[src/rtl/codec_sample_tx_pkg.sv]
// codec_sample_tx_pkg: shared audio constants and I2S frame-length derivation
package codec_sample_tx_pkg;
  localparam int SAMPLE_W      = 16;
  localparam int SLOT_BITS_DEF = 32;
  localparam int I2S_DELAY     = 1;
  function automatic int frame_clks(input int clk_div, input int slot_bits);
    return 2 * clk_div * 2 * slot_bits;
  endfunction
endpackage

[src/rtl/codec_frame_timer.sv]
// codec_frame_timer: free-running I2S frame counter with bclk/lrclk/slot decode
// Ports: clk, reset (async, active-low) in; frame_start (next t is 0),
// capture_strobe (t is LATCH_DELAY), slot_pos (slot position of next t),
// bclk/lrclk registered serial clocks out.
module codec_frame_timer import codec_sample_tx_pkg::*; #(
  parameter int CLK_DIV     = 4,
  parameter int SLOT_BITS   = SLOT_BITS_DEF,
  parameter int LATCH_DELAY = 4
) (
  input  logic                         clk,
  input  logic                         reset,
  output logic                         frame_start,
  output logic                         capture_strobe,
  output logic [$clog2(SLOT_BITS)-1:0] slot_pos,
  output logic                         bclk,
  output logic                         lrclk
);
  localparam int BIT_CLKS   = 2 * CLK_DIV;
  localparam int FRAME_CLKS = frame_clks(CLK_DIV, SLOT_BITS);
  localparam int TW         = $clog2(FRAME_CLKS);
  localparam int SW         = $clog2(SLOT_BITS);
  logic [TW-1:0] t_q, t_d;
  logic bclk_q, bclk_d, lrclk_q, lrclk_d;
  int b_d;
  // everything is decoded from the next count so the registered clocks line up with t
  always_comb begin
    t_d            = (t_q == TW'(FRAME_CLKS - 1)) ? '0 : t_q + TW'(1);
    b_d            = int'(t_d) / BIT_CLKS;
    bclk_d         = (int'(t_d) % BIT_CLKS) >= CLK_DIV;
    lrclk_d        = b_d >= SLOT_BITS;
    slot_pos       = SW'(b_d % SLOT_BITS);
    frame_start    = t_d == '0;
    capture_strobe = t_q == TW'(LATCH_DELAY);
  end
  always_ff @(posedge clk or negedge reset) begin
    if (!reset) begin
      t_q     <= TW'(FRAME_CLKS - 1);
      bclk_q  <= 1'b0;
      lrclk_q <= 1'b0;
    end else begin
      t_q     <= t_d;
      bclk_q  <= bclk_d;
      lrclk_q <= lrclk_d;
    end
  end
  assign bclk  = bclk_q;
  assign lrclk = lrclk_q;
endmodule

[src/rtl/codec_sample_tx.sv]
// codec_sample_tx: paces the sample chain and serialises mono samples onto I2S
// Ports: clk, reset (async, active-low), tx_enable (sampled at frame start),
// sample_in in; new_sample_ready (one-clk request per frame), bclk, lrclk,
// sdata (MSB first, one-bit I2S delay, same data in both slots) out.
module codec_sample_tx import codec_sample_tx_pkg::*; #(
  parameter int CLK_DIV      = 4,
  parameter int SLOT_BITS    = SLOT_BITS_DEF,
  parameter int LATCH_DELAY  = 4,
  parameter int SAMPLE_WIDTH = SAMPLE_W
) (
  input  logic                    clk,
  input  logic                    reset,
  input  logic                    tx_enable,
  input  logic [SAMPLE_WIDTH-1:0] sample_in,
  output logic                    new_sample_ready,
  output logic                    bclk,
  output logic                    lrclk,
  output logic                    sdata
);
  localparam int SW = $clog2(SLOT_BITS);
  logic frame_start, capture_strobe;
  logic [SW-1:0] slot_pos;
  logic en_q, en_d, nsr_q, nsr_d, sdata_q, sdata_d;
  logic [SAMPLE_WIDTH-1:0] hold_q, hold_d, shifted;
  codec_frame_timer #(
    .CLK_DIV(CLK_DIV), .SLOT_BITS(SLOT_BITS), .LATCH_DELAY(LATCH_DELAY)
  ) u_timer (
    .clk(clk), .reset(reset), .frame_start(frame_start),
    .capture_strobe(capture_strobe), .slot_pos(slot_pos),
    .bclk(bclk), .lrclk(lrclk)
  );
  // sdata uses next-state en/hold so a capture late in bit 0 still reaches the MSB slot
  always_comb begin
    en_d    = frame_start ? tx_enable : en_q;
    hold_d  = (capture_strobe && en_q) ? sample_in : hold_q;
    shifted = hold_d << (slot_pos - SW'(I2S_DELAY));
    sdata_d = en_d && int'(slot_pos) >= I2S_DELAY
              && int'(slot_pos) < SAMPLE_WIDTH + I2S_DELAY && shifted[SAMPLE_WIDTH-1];
    nsr_d   = frame_start && en_d;
  end
  always_ff @(posedge clk or negedge reset) begin
    if (!reset) begin
      en_q    <= 1'b0;
      nsr_q   <= 1'b0;
      sdata_q <= 1'b0;
      hold_q  <= '0;
    end else begin
      en_q    <= en_d;
      nsr_q   <= nsr_d;
      sdata_q <= sdata_d;
      hold_q  <= hold_d;
    end
  end
  assign new_sample_ready = nsr_q;
  assign sdata            = sdata_q;
endmodule

[config.mk]
export PLATFORM = sky130hd
export DESIGN_NAME = codec_sample_tx
export DESIGN_NICKNAME = d
export VERILOG_FILES = /design/src/rtl/codec_sample_tx_pkg.sv /design/src/rtl/codec_frame_timer.sv /design/src/rtl/codec_sample_tx.sv
export SDC_FILE = /design/constraint.sdc
export NUM_CORES = 1
export LEC_CHECK = 0
export CAP_MARGIN = 20
export CORE_ASPECT_RATIO = 1.5
export CORE_MARGIN = 4
export CORE_UTILIZATION = 48
export DETAILED_ROUTE_END_ITERATION = 10
export HOLD_SLACK_MARGIN = 0.12
export PLACE_DENSITY = 0.8
export SYNTH_ARGS = -nofsm -noshare
export SYNTH_HDL_FRONTEND = slang
export SYNTH_SLANG_ARGS = --single-unit
[constraint.sdc]
create_clock -name clk -period 3.2 [get_ports clk]
set_input_delay 0.32 -clock clk [delete_from_list [all_inputs] [get_ports clk]]
set_output_delay 0.32 -clock clk [all_outputs]
set_load 0.005 [all_outputs]
==> reports/metrics.cfg <==
[clocking]
clock_path_buffers = 2
cts_root_buf = clkbuf_8
clk_latency_ns = 0.29
numCtsBuffers = 5
cts_tree = yes
clkSlewWorstSetupHoldPaths_ns = 0.06
cts.sinks = 30
cts_htree_levels = 2

[die]
die_h_microns = 77.60
rows = 25
die-width_microns = 54.40
coreArea_sq_um = 3128
ios = 23
die-area_sq_um = 4221
start_util_pct = 49.56

[route]
dr.pass1.iters = 4
drtIter0Drc = 31
drc_errors = 0
route.vias.total = 1123
wire_per_inst_microns = 15.57
ant_nets = 0
wl_microns = 3208
viasPerCell = 5.451

[yosys]
async_flop_share_pct = 100.0
synth_largest_area_cell = dfrtp_1
syn_area_sq_um = 1550
synthTopCellsByArea = dfrtp_1 (34%), dfstp_2 (15%), mux2_2 (12%)
synthFlopType = dfrtp_1
netlist_instances = 133
synth_top_cell_area_share_pct = 33.90
yosys_register_bits = 30
synth_most_common_cell = dfrtp_1
syn_avg_cell_area_sq_um = 11.66
synth_edf_count = 0
synth_cell_types = 40
synth_warnings = 0
syn-num-nets = 158
yosysSeqAreaShare_pct = 49.15
synth_common_cells = dfrtp_1 (21), mux2_2 (17), nor2_1 (10)

[global_route]
antenna_found_initial = 0
grt_max_degree = 25
grt_pass1_vias = 1213
grt_pass1_wl_microns = 5340
overflow = 0
grtUsageTotal_pct = 17.59

[sta]
drv_slew = 0
worstMarginPinSlew_ns = 0.5416
fin_setup_tns_ns = 0
period_needed_ns = 2.972
rsz0062_at_grt = no
setup_viol = 0
final_hold_viol_count = 0
post-route-period-util_pct = 92.87
timing.fmax_mhz = 336.5
relSlewSlack_pct = 63.70
fin_worst_skew_ns = 0.007701

[pwr]
powerDensity_nw_per_um2 = 419.8
p_sw_uw = 160.8
switching_share_pct = 19.17
peakVddDrop_v = 0.0005173
cellLeakagePower_nw = 0.8109
internal_power_uw = 678.1
p_seq_share_pct = 46.9
p_clk_share_pct = 46.7
pwr-share-comb_pct = 6.4

[place]
globalplace.congestion = 0.8319
io_buffers = 22
dpl.hpwl_microns = 2447

[hold_path]
hp-class = in2async

[setup_path]
worstSetupStartpointType = flip-flop
required_ns = 3.36
critPathKind = reg2reg
cp_max_fo = 11
arrival_ns = 3.13
crit_slowest_cell = dfstp_2
critPathMaxStageDelay_ns = 0.56
reg2reg_slack_ns = 0.23
cp-end-kind = flip-flop
crit_chain = ha_1 > nand3_1 > nor2_2 > ha_4 > nor2b_1 > mux2_2 > ha_2 > nand2_1 > o22ai_1 > nor3_1 > a2111oi_1 > nor4_1

[cells_and_area]
nets = 190
utilization_pct = 63.88
syn_to_final_growth_pct = 28.89
drive_above_1_share_pct = 31.33
antennaDiodeCount = 0
regArea_sq_um = 762.0
fill_cells = 260
multiInputGateArea_sq_um = 749.5

[status]
status = completed

[flow_run]
cap_violations = 0

[sequential cells by signal (all words and copies together) (netlist names)]
register	flops
hold_q	16
u_timer.t_q	9
en_q	1
new_sample_ready	1
sdata	1
u_timer.bclk	1
u_timer.lrclk	1
[repair_timing]
action | CTS | global route
endpoints found under the setup margin | 0 | 1
setup buffers | 0 | 0
hold buffers | 0 | 0
resized for setup | 0 | 5
endpoints found under the hold margin | 0 | 0
[cells by family after synthesis]
logic type	share of synthesized area, %
AND/OR/NAND/NOR	15.82
buffers and inverters	3.712
XOR/XNOR	2.180
AO/OA/AOI/OAI	8.717
flip-flops	49.15
adder cells (fa/ha/maj)	4.842
multiplexers	15.58
[worst paths after layout]
kind / startpoint / endpoint / cells after the start
worst max-delay path: u_timer.t_q[0]$_DFF_PN1_ / sdata$_DFF_PN0_ / 12
worst min-delay path: reset / hold_q[5]$_DFF_PN0_ / 1
worst max register to register: u_timer.t_q[0]$_DFF_PN1_ / sdata$_DFF_PN0_ / 12
worst min register to register: hold_q[8]$_DFF_PN0_ / hold_q[8]$_DFF_PN0_ / 1
max in group asynchronous: reset / u_timer.t_q[3]$_DFF_PN1_ / 3
min in group clk: hold_q[8]$_DFF_PN0_ / hold_q[8]$_DFF_PN0_ / 1
[power groups by stage]
stage	sequential (mW)	clock, mW	combinational [mW]
after floorplan	0.399	0	0.0160
after global placement	0.399	0	0.0486
after detailed placement	0.400	0	0.0504
after CTS	0.393	0.404	0.0504
after global routing	0.394	0.423	0.0592
final	0.393	0.392	0.0536
[placed cells by master (no fill, tap or decap), types with 2 or more instances in the layout]
master,Yosys,routed
a211oi_1,3,3
a21oi_1,2,2
a31oi_1,2,2
and2_1,3,3
buf_4,4,6
clkbuf_8,0,6
clkdlybuf4s50_1,0,22
dfrtp_1,21,21
dfstp_2,9,9
ha_1,6,4
inv_1,6,6
mux2_2,17,17
mux2i_1,5,5
nand2_1,6,6
nand3_1,3,3
nor2_1,10,9
nor2b_1,3,3
nor3_1,7,7
o21ai_0,3,3
[through the flow]
| step | power, mW | area (sq um) | hold WS [ns] | std cells | worst slack (ns) |
|---|---|---|---|---|---|
| after floorplan | 0.4145 | 1550 | 0.02441 | 133 | 0.1885 |
| after global placement | 0.4476 | 1836 | 0.4803 | 197 | 0.1825 |
| after detailed placement | 0.4503 | 1836 | 0.4967 | 197 | 0.04870 |
| after CTS | 0.8480 | 1952 | 0.5122 | 205 | 0.02341 |
| after global routing | 0.8758 | 1998 | 0.3078 | 206 | 0.05292 |
| final | 0.8389 | 1998 | 0.2969 | 206 | 0.2282 |
[cell type report]
class / count / share of cell area (%)
clock inverters: 1 / 1.503
clock buffers: 7 / 4.321
repair buffers: 29 / 14.65
well taps: 40 / 2.505
flip-flops and latches: 30 / 38.13
inverters: 7 / 1.378
multi-input cells: 92 / 37.51
[critical path, delay by kind of cell, from the launching register on]
family | cells | cell delay, ns
muxes | 1 | 0.33
adders and majority gates | 3 | 0.83
AOI/OAI and AO/OA | 2 | 0.54
DFF | 1 | 0.56
and+or+nand+nor | 6 | 0.59
[per-layer routing]
metal / GRT usage, % / share of wire (%)
met1: 18.03 / 37
met2: 29.74 / 55
met3: 5.950 / 4.1
met4: 9.476 / 3.8
met5: 0 / 0
Power figures use the tool's default switching activity.
